--- src/rtl/frame_sequencer.sv ---
`default_nettype none
// ============================================================================
//  Module   : frame_sequencer
//  Purpose  : Per-frame scheduler for the vector-field renderer. Clears the
//             back framebuffer, kicks the line-drawing engine, waits for it to
//             finish, then swaps front/back buffers on the next display frame
//             tick. Owns the framebuffer write port and shares it between the
//             internal clear walker and the draw engine's write stream.
//  Revision : 1.0  initial release
// ============================================================================
module frame_sequencer #(
    parameter int DRAW_WIDTH  = 320,
    parameter int DRAW_HEIGHT = 240,
    parameter int DRAW_SIZE   = DRAW_WIDTH * DRAW_HEIGHT,
    parameter int DRAW_ADDRW  = $clog2(DRAW_SIZE),
    parameter int DRAW_DATAW  = 1,
    parameter int FCOUNT_W    = 16
) (
    input  logic                  clk,
    input  logic                  rst,
    input  logic                  enable,
    input  logic                  frame_tick,
    output logic                  draw_start,
    input  logic                  draw_done,
    input  logic [DRAW_ADDRW-1:0] draw_addr_in,
    input  logic [DRAW_DATAW-1:0] draw_data_in,
    output logic                  fb_we,
    output logic                  fb_bank,
    output logic [DRAW_ADDRW-1:0] fb_addr_write,
    output logic [DRAW_DATAW-1:0] fb_data_in,
    output logic                  front_sel,
    output logic                  busy,
    output logic [FCOUNT_W-1:0]   frame_count,
    output logic                  overrun
);

    // ------------------------------------------------------------------------
    // State encoding
    // ------------------------------------------------------------------------
    localparam logic [1:0] c_ST_IDLE      = 2'd0;
    localparam logic [1:0] c_ST_CLEAR     = 2'd1;
    localparam logic [1:0] c_ST_DRAW      = 2'd2;
    localparam logic [1:0] c_ST_WAIT_SWAP = 2'd3;

    // Address of the final pixel of a buffer; reaching it ends the clear.
    localparam logic [DRAW_ADDRW-1:0] c_LAST_ADDR = DRAW_ADDRW'(DRAW_SIZE - 1);

    // ------------------------------------------------------------------------
    // Registers and their next-state values
    // ------------------------------------------------------------------------
    logic [1:0]            state_q,       state_d;
    logic [DRAW_ADDRW-1:0] clear_addr_q,  clear_addr_d;
    logic                  draw_start_q,  draw_start_d;
    logic                  fb_we_q,       fb_we_d;
    logic                  fb_bank_q;
    logic [DRAW_ADDRW-1:0] fb_addr_q,     fb_addr_d;
    logic [DRAW_DATAW-1:0] fb_data_q,     fb_data_d;
    logic                  front_sel_q;
    logic [FCOUNT_W-1:0]   frame_count_q;
    logic                  overrun_q;

    // Decoded per-cycle events
    logic                  w_swap;        // accepted tick: flip buffers this cycle
    logic                  w_overrun_set; // tick arrived before the frame was ready

    // State register and clear-walker address
    always_ff @(posedge clk) begin
        if (rst) begin
            state_q      <= c_ST_IDLE;
            clear_addr_q <= '0;
        end else begin
            state_q      <= state_d;
            clear_addr_q <= clear_addr_d;
        end
    end

    // Next-state logic: clear -> draw -> wait for tick -> swap -> next frame
    always_comb begin
        state_d      = state_q;
        clear_addr_d = clear_addr_q;
        case (state_q)
            c_ST_IDLE: begin
                if (enable) begin
                    state_d      = c_ST_CLEAR;
                    clear_addr_d = '0;
                end
            end
            c_ST_CLEAR: begin
                if (clear_addr_q == c_LAST_ADDR) begin
                    state_d      = c_ST_DRAW;
                    clear_addr_d = '0;
                end else begin
                    clear_addr_d = clear_addr_q + DRAW_ADDRW'(1);
                end
            end
            c_ST_DRAW: begin
                if (draw_done) begin
                    // A tick coinciding with done is honoured immediately.
                    if (frame_tick) begin
                        state_d      = enable ? c_ST_CLEAR : c_ST_IDLE;
                        clear_addr_d = '0;
                    end else begin
                        state_d = c_ST_WAIT_SWAP;
                    end
                end
            end
            c_ST_WAIT_SWAP: begin
                if (frame_tick) begin
                    // A dropped enable lets the current frame finish, then parks.
                    state_d      = enable ? c_ST_CLEAR : c_ST_IDLE;
                    clear_addr_d = '0;
                end
            end
            default: begin
                state_d      = c_ST_IDLE;
                clear_addr_d = '0;
            end
        endcase
    end

    // Output decode: write-port arbitration by state, swap and overrun events
    always_comb begin
        fb_we_d       = 1'b0;
        fb_addr_d     = fb_addr_q;
        fb_data_d     = fb_data_q;
        draw_start_d  = 1'b0;
        w_swap        = 1'b0;
        w_overrun_set = 1'b0;
        case (state_q)
            c_ST_CLEAR: begin
                fb_we_d       = 1'b1;
                fb_addr_d     = clear_addr_q;
                fb_data_d     = '0;
                draw_start_d  = (clear_addr_q == c_LAST_ADDR);
                w_overrun_set = frame_tick;
            end
            c_ST_DRAW: begin
                fb_we_d       = 1'b1;
                fb_addr_d     = draw_addr_in;
                fb_data_d     = draw_data_in;
                w_swap        = draw_done & frame_tick;
                w_overrun_set = frame_tick & ~draw_done;
            end
            c_ST_WAIT_SWAP: begin
                w_swap = frame_tick;
            end
            default: begin
                fb_we_d = 1'b0;
            end
        endcase
    end

    // Registered write port, buffer select, frame counter and sticky overrun
    always_ff @(posedge clk) begin
        if (rst) begin
            draw_start_q  <= 1'b0;
            fb_we_q       <= 1'b0;
            fb_bank_q     <= 1'b1;
            fb_addr_q     <= '0;
            fb_data_q     <= '0;
            front_sel_q   <= 1'b0;
            frame_count_q <= '0;
            overrun_q     <= 1'b0;
        end else begin
            draw_start_q <= draw_start_d;
            fb_we_q      <= fb_we_d;
            fb_addr_q    <= fb_addr_d;
            fb_data_q    <= fb_data_d;
            // Bank is captured alongside each write from the pre-swap front
            // select, so a write can never land in the displayed buffer.
            if (fb_we_d) begin
                fb_bank_q <= ~front_sel_q;
            end
            if (w_swap) begin
                front_sel_q   <= ~front_sel_q;
                frame_count_q <= frame_count_q + FCOUNT_W'(1);
            end
            if (w_overrun_set) begin
                overrun_q <= 1'b1;
            end
        end
    end

    assign draw_start    = draw_start_q;
    assign fb_we         = fb_we_q;
    assign fb_bank       = fb_bank_q;
    assign fb_addr_write = fb_addr_q;
    assign fb_data_in    = fb_data_q;
    assign front_sel     = front_sel_q;
    assign frame_count   = frame_count_q;
    assign overrun       = overrun_q;
    assign busy          = (state_q != c_ST_IDLE);

endmodule
`default_nettype wire

--- config.mk ---
export PLATFORM = sky130hd
export DESIGN_NAME = frame_sequencer
export DESIGN_NICKNAME = d
export VERILOG_FILES = /design/src/rtl/frame_sequencer.sv
export SDC_FILE = /design/constraint.sdc
export NUM_CORES = 1
export LEC_CHECK = 0
export CORE_MARGIN = 2
export CORE_UTILIZATION = 45
export CTS_CLUSTER_SIZE = 30
export DETAILED_ROUTE_END_ITERATION = 16
export PLACE_DENSITY = 0.78
export SLEW_MARGIN = 20
export SYNTH_ARGS = -nofsm -noshare
export SYNTH_HDL_FRONTEND = slang
export SYNTH_SLANG_ARGS = --single-unit
--- constraint.sdc ---
create_clock -name clk -period 2.02 [get_ports clk]
set_clock_uncertainty 0.1 [all_clocks]
set_input_delay 0.505 -clock clk [delete_from_list [all_inputs] [get_ports clk]]
set_output_delay 0.505 -clock clk [all_outputs]
set_load 0.03 [all_outputs]
==> reports/results.tsv, run 1 <==
metric	value	unit
tightestPinTransition	363.4	ps
p_leak	1.503	nW
synth_warnings	0	
core_area	5816	um^2
syn_to_final_growth	41.51	%
finalSetupViolCount	0	
wire_per_inst	13.72	um
ir_worst_vdd	0.6257	mV
critPathTopFamily	buffers and inverters	
syn_area_per_cell	9.157	um^2
cp_max_fo	4	
path_clk_slew	70	ps
ys_types	39	
antenna_found_initial	0	
dpl.cell_count	447	
finalCritPeriodShare	0.9721	
drive_above_1_share	0.1790	
cp.arrival	1360	ps
htree_levels	3	
cts_hold_buf	0	
achievable-frequency	0.5092	GHz
period_needed	1964	ps
drtIter0Drc	100	
cts_tree	done	
cts_sinks	58	
netlist_instances	292	
p_per_area	1169	nW/um^2
drcViolationCount	0	
fin_cells	466	
numCtsBuffers	9	
seq_area_frac_synth	0.4343	
clockBufferDepth	2	
slowest_stage	clkdlybuf4s50_1	
die_w	81.09	um
grt_pass1_vias	2351	
max_stage_delay	680	ps
die_h	81.09	um
routabilityCongestion	0.8796	
maxSlewViolCount	0	
slew_headroom	0.7557	
io_buffer_count	62	
synth_seq_cells	58	
grt_max_degree	33	
syn-cell-area	2674	um^2
first_pass_iters	4	
nNetsFinal	416	
critPathBufInv	1	
start_util	0.4598	
ios	63	
hold_violations	0	
status	finished, final reports clean	
viasPerCell	5.185	
ys_top_cells_by_area	dfxtp_1 43%, nor2_1 7.2%, mux2i_1 6.4%, xnor2_1 4.9%, xor2_1 4.9%	
crit_type	flop to primary output	
ant_nets	0	
track_usage	0.2020	
grt_first_pass_wirelength	10410	um
cts_root_buffer	clkbuf_8	
row_count	28	
grt_overflow	0	
dieArea	6575	um^2
hp-class	flop to flop	
diodes	0	
yosysTopAreaCellShare	0.4343	
syn_nets	322	
fillerInstances	503	
rsz0062_at_grt	true	
vias	2416	
crit_chain	clkdlybuf4s50_1	
routed_wl	6392	um
clkLatencyLatePin	330	ps
critPathCaptureType	primary output	
drv_cap	0	
holdWs	370.1	ps
dp_hpwl	4605	um
worstPathRequired	1410	ps
r2r_slack	60	ps
yosysTopAreaCell	dfxtp_1	
startpoint_type	flop	
==> flip-flops by register name, indices dropped and copies added (netlist names) <==
register,flops
front_sel,1
fb_bank,1
draw_start,1
fb_data_in,1
fb_we,1
fb_addr_write,17
overrun,1
frame_count,16
state_q,2
clear_addr_q,17
==> final timing paths <==
kind,startpoint,to,cells after the start
hold / removal,fb_data_in$_SDFFE_PP0P_,fb_data_in$_SDFFE_PP0P_,2
setup / recovery,frame_count[10]$_SDFFE_PP0P_,frame_count[10],1
setup reg to reg,clear_addr_q[15]$_SDFFE_PP0P_,state_q[1]$_SDFFE_PP0P_,5
hold reg to reg,fb_data_in$_SDFFE_PP0P_,fb_data_in$_SDFFE_PP0P_,2
==> placed cells by master (no fill, tap or decap), types with 2 or more instances in the layout <==
| cell | n |
|---|---|
| ha_1 | 6 |
| nor3_2 | 3 |
| nand2b_1 | 3 |
| nor2_1 | 51 |
| clkbuf_8 | 10 |
| nand4_1 | 7 |
| and4_1 | 2 |
| nand2_1 | 15 |
| dfxtp_1 | 58 |
| dlygate4sd2_1 | 11 |
| dlymetal6s2s_1 | 4 |
| nor3_1 | 9 |
| a211oi_1 | 17 |
| xor2_1 | 15 |
| mux2i_1 | 17 |
| a21o_4 | 2 |
| xnor2_1 | 15 |
| or2b_2 | 2 |
| nand3_1 | 16 |
| or3_1 | 4 |
| and3_1 | 6 |
| a21oi_1 | 6 |
| clkdlybuf4s50_1 | 46 |
| o21ai_0 | 3 |
| inv_1 | 4 |
| clkinv_2 | 5 |
| buf_4 | 36 |
==> through the flow <==
| step | setup slack [ps] | util | power, mW | setup TNS (ps) | instance area, um^2 |
|---|---|---|---|---|---|
| 6_report | 56.31 | 0.6506 | 4.422 | 0 | 3784 |
| 5_1_grt | -34.57 | 0.6506 | 4.670 | -39.89 | 3784 |
| 4_1_cts | 3.275 | 0.6353 | 4.349 | 0 | 3695 |
| 3_3_place_gp | -162.2 | 0.6074 | 3.370 | -2534 | 3532 |
| 2_1_floorplan | 38.50 | - | 2.741 | 0 | 2674 |
| 3_5_place_dp | -179.8 | 0.6074 | 3.407 | -3139 | 3532 |
==> power breakdown <==
group / switching (mW) / internal, mW / total, mW / leakage, nW
clock network: 0.459 / 0.466 / 0.926 / 0.0916
registers: 0.114 / 1.35 / 1.47 / 0.471
logic: 1.15 / 0.879 / 2.03 / 0.941
total: 1.72 / 2.70 / 4.42 / 1.50
==> metal layers <==
layer / wire (um) / part of all wire / track usage / vias to the layer above
met5: 0 / 0 / 0 / -
met4: 169 / 0.026 / 0.1000 / 0
met3: 252 / 0.039 / 0.04000 / 17
met2: 3151 / 0.49 / 0.3504 / 66
met1: 2819 / 0.44 / 0.2369 / 1127
li1: - / - / - / 1206
==> repair_timing <==
item | CTS | global route
setup buffers | 0 | 2
endpoints found under the setup margin | 14 | 24
gates resized for setup | 12 | 15
pin swaps | 0 | 2
cloned | 0 | 1
==> worst reg2reg max path, cell delays in order (launching register included) <==
cell	delay, ps
dfxtp_1	350
or4bb_4	560
o41ai_4	370
buf_4	190
a21o_4	180
o22ai_1	100
==> Yosys cell counts (all sizes together) <==
cell type	instances
a211oi	17
a21o	2
a21oi	6
a221oi	1
a31oi	1
and3	6
and4	2
and4bb	1
buf	4
clkbuf	10
clkdlybuf4s50	1
dfxtp	58
ha	7
inv	5
mux2i	17
nand2	15
nand2b	3
nand3	17
nand4	8
nor2	51
nor2b	1
nor3	12
nor4	1
o21a	1
o21ai	3
o21bai	1
o22ai	1
o41ai	1
or2	1
or2b	2
or3	5
or4bb	1
xnor2	15
xor2	15
==> final cells by class <==
class / instances / area, um^2 / share of cell area
Multi-Input combinational cell: 215 / 1463 / 0.3866
Sequential cell: 58 / 1161 / 0.3069
Clock inverter: 6 / 32.53 / 0.008598
Tap cell: 75 / 93.84 / 0.02480
Timing Repair Buffer: 97 / 877.1 / 0.2318
Inverter: 5 / 18.77 / 0.004960
Clock buffer: 10 / 137.6 / 0.03638
==> cell families (layout without fill, tap and decap cells) <==
kind of cell | count (synthesis) | in the layout | synth area share
AOI/OAI and AO/OA | 34 | 35 | 0.09453
xor gates and xnor gates | 30 | 30 | 0.09827
adders and majority gates | 7 | 7 | 0.03275
buffers and inverters | 20 | 118 | 0.04492
DFF | 58 | 58 | 0.4343
muxes | 17 | 17 | 0.06364
and+or+nand+nor | 126 | 126 | 0.2316
(Power assumes the default switching activity.)
==> run 2: changes to the inputs <==
--- a/config.mk
+++ b/config.mk
@@ -5,7 +5,7 @@
 export SDC_FILE = /design/constraint.sdc
 export NUM_CORES = 1
 export LEC_CHECK = 0
-export CORE_MARGIN = 2
+export CORE_MARGIN = 3
 export CORE_UTILIZATION = 45
 export CTS_CLUSTER_SIZE = 30
 export DETAILED_ROUTE_END_ITERATION = 16
==> reports/results.tsv, run 2 (same netlist as run 1, synthesis figures left out) <==
metric	value	unit	change
wire_per_inst	15.48	um	+13%
die_h	83.09	um	+2.5%
top_usage_layer	met2		
clockBufferDepth	2		unchanged
finalSetupViolCount	0		unchanged
vias	2450		+1.4%
layout.cells.most_common_list	57 x dfxtp_1, 51 x nor2_1, 42 x clkdlybuf4s50_1		
critPathCaptureType	primary output		
hold_violations	0		unchanged
grt_max_degree	41		+24%
period_needed	1972	ps	+7.807 ps
drive_above_1_share	0.1830		+0.003962
grt_overflow	0		unchanged
critPathBufInv	1		unchanged
first_pass_iters	4		unchanged
grt_first_pass_wirelength	11620	um	+12%
crit_type	flop to primary output		
drtIter0Drc	136		+36%
path_clk_slew	70	ps	about the same
ios	63		unchanged
achievable-frequency	0.5072	GHz	-0.40%
syn_to_final_growth	43.75	%	
cts_root_buffer	clkbuf_8		
hp-class	flop to flop		
track_usage	0.2092		+0.007257
setup_ws	48.50	ps	-7.807 ps
ir_worst_vdd	0.9169	mV	+47%
grt_pass1_vias	2425		+3.1%
max_stage_delay	700	ps	+20 ps
p_leak	1.540	nW	+2.5%
grtUsageMet3	0.05853		+0.01853
use_met2	0.3418		-0.008576
nNetsFinal	413		-0.72%
maxSlewViolCount	0		unchanged
clkLatencyLatePin	340	ps	about the same
cp_max_fo	2		-2
p_per_area	1255	nW/um^2	+7.4%
drv_cap	0		unchanged
cts_hold_buf	0		unchanged
fin_cells	460		-1.3%
dp_slack	-173.5	ps	+6.315 ps
tightestPinTransition	355.7	ps	-7.700 ps
ant_nets	0		unchanged
dpl.cell_count	441		-1.3%
cts_tree	done		
start_util	0.4739		+0.01417
slowest_stage	clkdlybuf4s50_1		
fillerInstances	417		-17%
htree_levels	3		unchanged
row_count	27		-3.6%
core_area	5642	um^2	-3.0%
slew_headroom	0.7621		+0.006407
layout_commonest_cell	dfxtp_1		
dieArea	6903	um^2	+5.0%
die_w	83.09	um	+2.5%
grt.met1_usage	0.2537		+0.01681
numCtsBuffers	9		unchanged
startpoint_type	flop		
drcViolationCount	0		unchanged
cp.arrival	1370	ps	about the same
dp_hpwl	4943	um	+7.3%
routabilityCongestion	0.9061		+3.0%
routed_wl	7123	um	+11%
antenna_found_initial	0		unchanged
crit_chain	clkdlybuf4s50_1		
worstPathRequired	1410	ps	about the same
finalCritPeriodShare	0.9760		+0.003865
viasPerCell	5.326		+2.7%
critPathTopFamily	buffers and inverters		
status	finished, final reports clean		
cts_sinks	58		unchanged
io_buffer_count	62		unchanged
diodes	0		unchanged
[run 2: cell types whose count changed in the layout (fill, tap and decap cells not counted), sizes merged]
| cell | before | now |
|---|---|---|
| buf | 36 | 33 |
| bufinv | 0 | 2 |
| clkdlybuf4s50 | 46 | 42 |
| dlymetal6s2s | 4 | 5 |
| clkbuf | 10 | 12 |
| dlygate4sd2 | 11 | 14 |
| clkinv | 5 | 1 |
[run 2: path summary, 6_finish.rpt]
| kind | startpoint | to | slack [ps] | depth (start not counted) |
|---|---|---|---|---|
| hold / removal | fb_addr_write[3]$_SDFFE_PP0P_ | fb_addr_write[3]$_SDFFE_PP0P_ | 390 | 2 |
| setup reg to reg | clear_addr_q[15]$_SDFFE_PP0P_ | state_q[1]$_SDFFE_PP0P_ | 90 | 5 |
| hold reg to reg | fb_addr_write[3]$_SDFFE_PP0P_ | fb_addr_write[3]$_SDFFE_PP0P_ | 390 | 2 |
| setup / recovery | fb_addr_write[1]$_SDFFE_PP0P_ | fb_addr_write[1] | 50 | 1 |
[run 2: stage by stage]
stage | setup TNS [ps] | power (mW) | instance area [um^2] | util | hold WS, ps
final | 0 | 4.822 | 3844 | 0.6813 | 387.6
after global routing | -102.9 | 5.071 | 3844 | 0.6813 | 400.9
after detailed placement | -2852 | 3.457 | 3518 | 0.6236 | 377.8
after global placement | -2367 | 3.411 | 3518 | 0.6236 | 352.2
after floorplan | 0 | 2.741 | 2674 | - | 363.1
after CTS | 0 | 4.773 | 3760 | 0.6664 | 386.9
[run 2: cell type report]
type                       count  area [um^2]  area share
clock buffer                  12        165.2     0.04297
clock inverter                 4        72.57     0.01888
inverter                       5        18.77    0.004883
multi-input combinational    215         1469      0.3822
sequential                    58         1162      0.3024
tap                           72        90.09     0.02344
timing repair buffer          94        865.8      0.2253
[run 2: metal layers]
| metal | vias up | routed length, um |
|---|---|---|
| met5 | - | 0 |
| met2 | 64 | 3479 |
| li1 | 1204 | - |
| met3 | 15 | 334 |
| met1 | 1167 | 3157 |
| met4 | 0 | 151 |
[run 2: what timing repair did]
| item | CTS | global route |
|---|---|---|
| resized for setup | 15 | 20 |
| setup buffers | 2 | 0 |
| gates cloned | 0 | 1 |
| endpoints found under the setup margin | 33 | 25 |
| pin swaps | 1 | 2 |
[run 2: where the power goes]
group | leakage (nW) | switching, mW | total (mW) | internal [mW]
clock | 0.119 | 0.469 | 1.26 | 0.793
combinational | 0.950 | 1.18 | 2.09 | 0.905
sequential | 0.471 | 0.118 | 1.47 | 1.36
total | 1.54 | 1.77 | 4.82 | 3.05
==> run 3: changes to the inputs <==
--- a/config.mk
+++ b/config.mk
@@ -5,12 +5,14 @@
 export SDC_FILE = /design/constraint.sdc
 export NUM_CORES = 1
 export LEC_CHECK = 0
-export CORE_MARGIN = 3
-export CORE_UTILIZATION = 45
+export CELL_PAD_IN_SITES_DETAIL_PLACEMENT = 0
+export CELL_PAD_IN_SITES_GLOBAL_PLACEMENT = 2
+export CORE_MARGIN = 2
+export CORE_UTILIZATION = 27
 export CTS_CLUSTER_SIZE = 30
 export DETAILED_ROUTE_END_ITERATION = 16
 export PLACE_DENSITY = 0.78
-export SLEW_MARGIN = 20
+export SLEW_MARGIN = 10
 export SYNTH_ARGS = -nofsm -noshare
 export SYNTH_HDL_FRONTEND = slang
 export SYNTH_SLANG_ARGS = --single-unit
==> reports/results.tsv, run 3 (same netlist as run 1, synthesis figures left out) <==
metric	value	unit	change
diodes	0		unchanged
drtIter0Drc	44		-68%
routed_wl	7033	um	-1.3%
hp-class	flop to flop		
ios	63		unchanged
drv_cap	0		unchanged
io_buffer_count	62		unchanged
die_h	103.5	um	+25%
ant_nets	0		unchanged
dieArea	10720	um^2	+55%
holdWs	363.6	ps	-23.93 ps
vias	2327		-5.0%
tightestPinTransition	330.6	ps	-25.11 ps
period_needed	1988	ps	+16.74 ps
startpoint_type	flop		
viasPerCell	4.449		-16%
track_usage	0.1312		-0.07802
status	finished, final reports clean		
cts_sinks	58		unchanged
setup_ws	31.76	ps	-16.74 ps
slew_headroom	0.7793		+0.01718
critPathBufInv	1		unchanged
syn_to_final_growth	48.06	%	
cts_tree	done		
r2r_slack	50	ps	-40 ps
grt_pass1_vias	2189		-9.7%
layout.cells.most_common_list	54 x dfxtp_1, 51 x nor2_1, 43 x clkdlybuf4s50_1		
p_per_area	1246	nW/um^2	-0.68%
achievable-frequency	0.5030	GHz	-0.84%
cp_max_fo	2		unchanged
antenna_found_initial	0		unchanged
htree_levels	3		unchanged
drcViolationCount	0		unchanged
maxSlewViolCount	0		unchanged
finalSetupViolCount	0		unchanged
core_area	9684	um^2	+72%
grtUsageMet3	0.03713		-0.02140
slowest_stage	clkdlybuf4s50_1		
first_pass_iters	4		unchanged
crit_chain	clkdlybuf4s50_1		
rsz0062_at_grt	true		
crit_type	flop to primary output		
final.setup.tns	0	ps	unchanged
dp_slack	-185.9	ps	-12.42 ps
wire_per_inst	13.45	um	-13%
worstPathRequired	1410	ps	about the same
numCtsBuffers	9		unchanged
grt_first_pass_wirelength	11120	um	-4.3%
path_clk_slew	70	ps	about the same
critPathCaptureType	primary output		
ir_worst_vdd	0.5367	mV	-41%
finalCritPeriodShare	0.9843		+0.008287
top_usage_layer	met2		
die_w	103.5	um	+25%
grt.met1_usage	0.1738		-0.07987
cp.arrival	1380	ps	about the same
p_leak	1.566	nW	+1.7%
layout_commonest_cell	dfxtp_1		
cts_hold_buf	0		unchanged
routabilityCongestion	0.7818		-14%
cts_root_buffer	clkbuf_8		
max_stage_delay	680	ps	-20 ps
grt_overflow	0		unchanged
hold_violations	0		unchanged
fillerInstances	973		+130%
clockBufferDepth	2		unchanged
nNetsFinal	415		+0.48%
drive_above_1_share	0.1821		-0.0009384
grt_max_degree	41		unchanged
row_count	36		+33%
dp_hpwl	4964	um	+0.42%
p_total	4.933	mW	+2.3%
use_met2	0.1963		-0.1455
clkLatencyLatePin	340	ps	about the same
critPathTopFamily	buffers and inverters		
start_util	0.2761		-0.1978
run 3: cell types whose count changed in the layout (fill, tap and decap cells not counted), moves of 2 or more:
| cell | previous run | this run |
|---|---|---|
| nor3_1 | 5 | 11 |
| ha_4 | 0 | 2 |
| dfxtp_1 | 57 | 54 |
| nor3_2 | 7 | 1 |
| ha_2 | 2 | 0 |
| dfxtp_2 | 1 | 4 |
run 3: layout make-up:
cell class / count / area [um^2] / area share
Clock buffer: 11 / 151.4 / 0.03824
Clock inverter: 5 / 100.1 / 0.02528
Inverter: 5 / 18.77 / 0.004741
Multi-Input combinational cell: 215 / 1461 / 0.3692
Sequential cell: 58 / 1166 / 0.2946
Tap cell: 133 / 166.4 / 0.04204
Timing Repair Buffer: 96 / 894.6 / 0.2260
run 3: timing repair:
item / 4_1_cts / 5_1_grt
gates resized for setup: 14 / 19
setup endpoints to repair: 32 / 23
buffers inserted: 0 / 2
cloned: 0 / 1
pin swaps: 1 / 4
run 3: path summary, 6_finish.rpt:
check / cells after the start / to / from
worst max register to register: 7 / state_q[1]$_SDFFE_PP0P_ / clear_addr_q[0]$_SDFFE_PP0P_
worst max-delay path: 1 / fb_addr_write[1] / fb_addr_write[1]$_SDFFE_PP0P_
worst min register to register: 2 / fb_data_in$_SDFFE_PP0P_ / fb_data_in$_SDFFE_PP0P_
worst min-delay path: 2 / fb_data_in$_SDFFE_PP0P_ / fb_data_in$_SDFFE_PP0P_
run 3: metal layers:
metal	routed length (um)	up-vias
li1	-	1200
met5	0	-
met3	280	11
met2	3108	41
met4	144	0
met1	3498	1075
run 3: report_power, final:
group	internal [mW]	switching, mW
combinational	0.914	1.17
clock	0.883	0.482
sequential	1.36	0.126
total	3.15	1.78
run 3: through the flow:
stage	std cells	util	instance area (um^2)
2_1_floorplan	292	-	2674
3_3_place_gp	504	0.3740	3622
3_5_place_dp	504	0.3740	3622
4_1_cts	520	0.3990	3864
5_1_grt	523	0.4088	3959
6_report	523	0.4088	3959
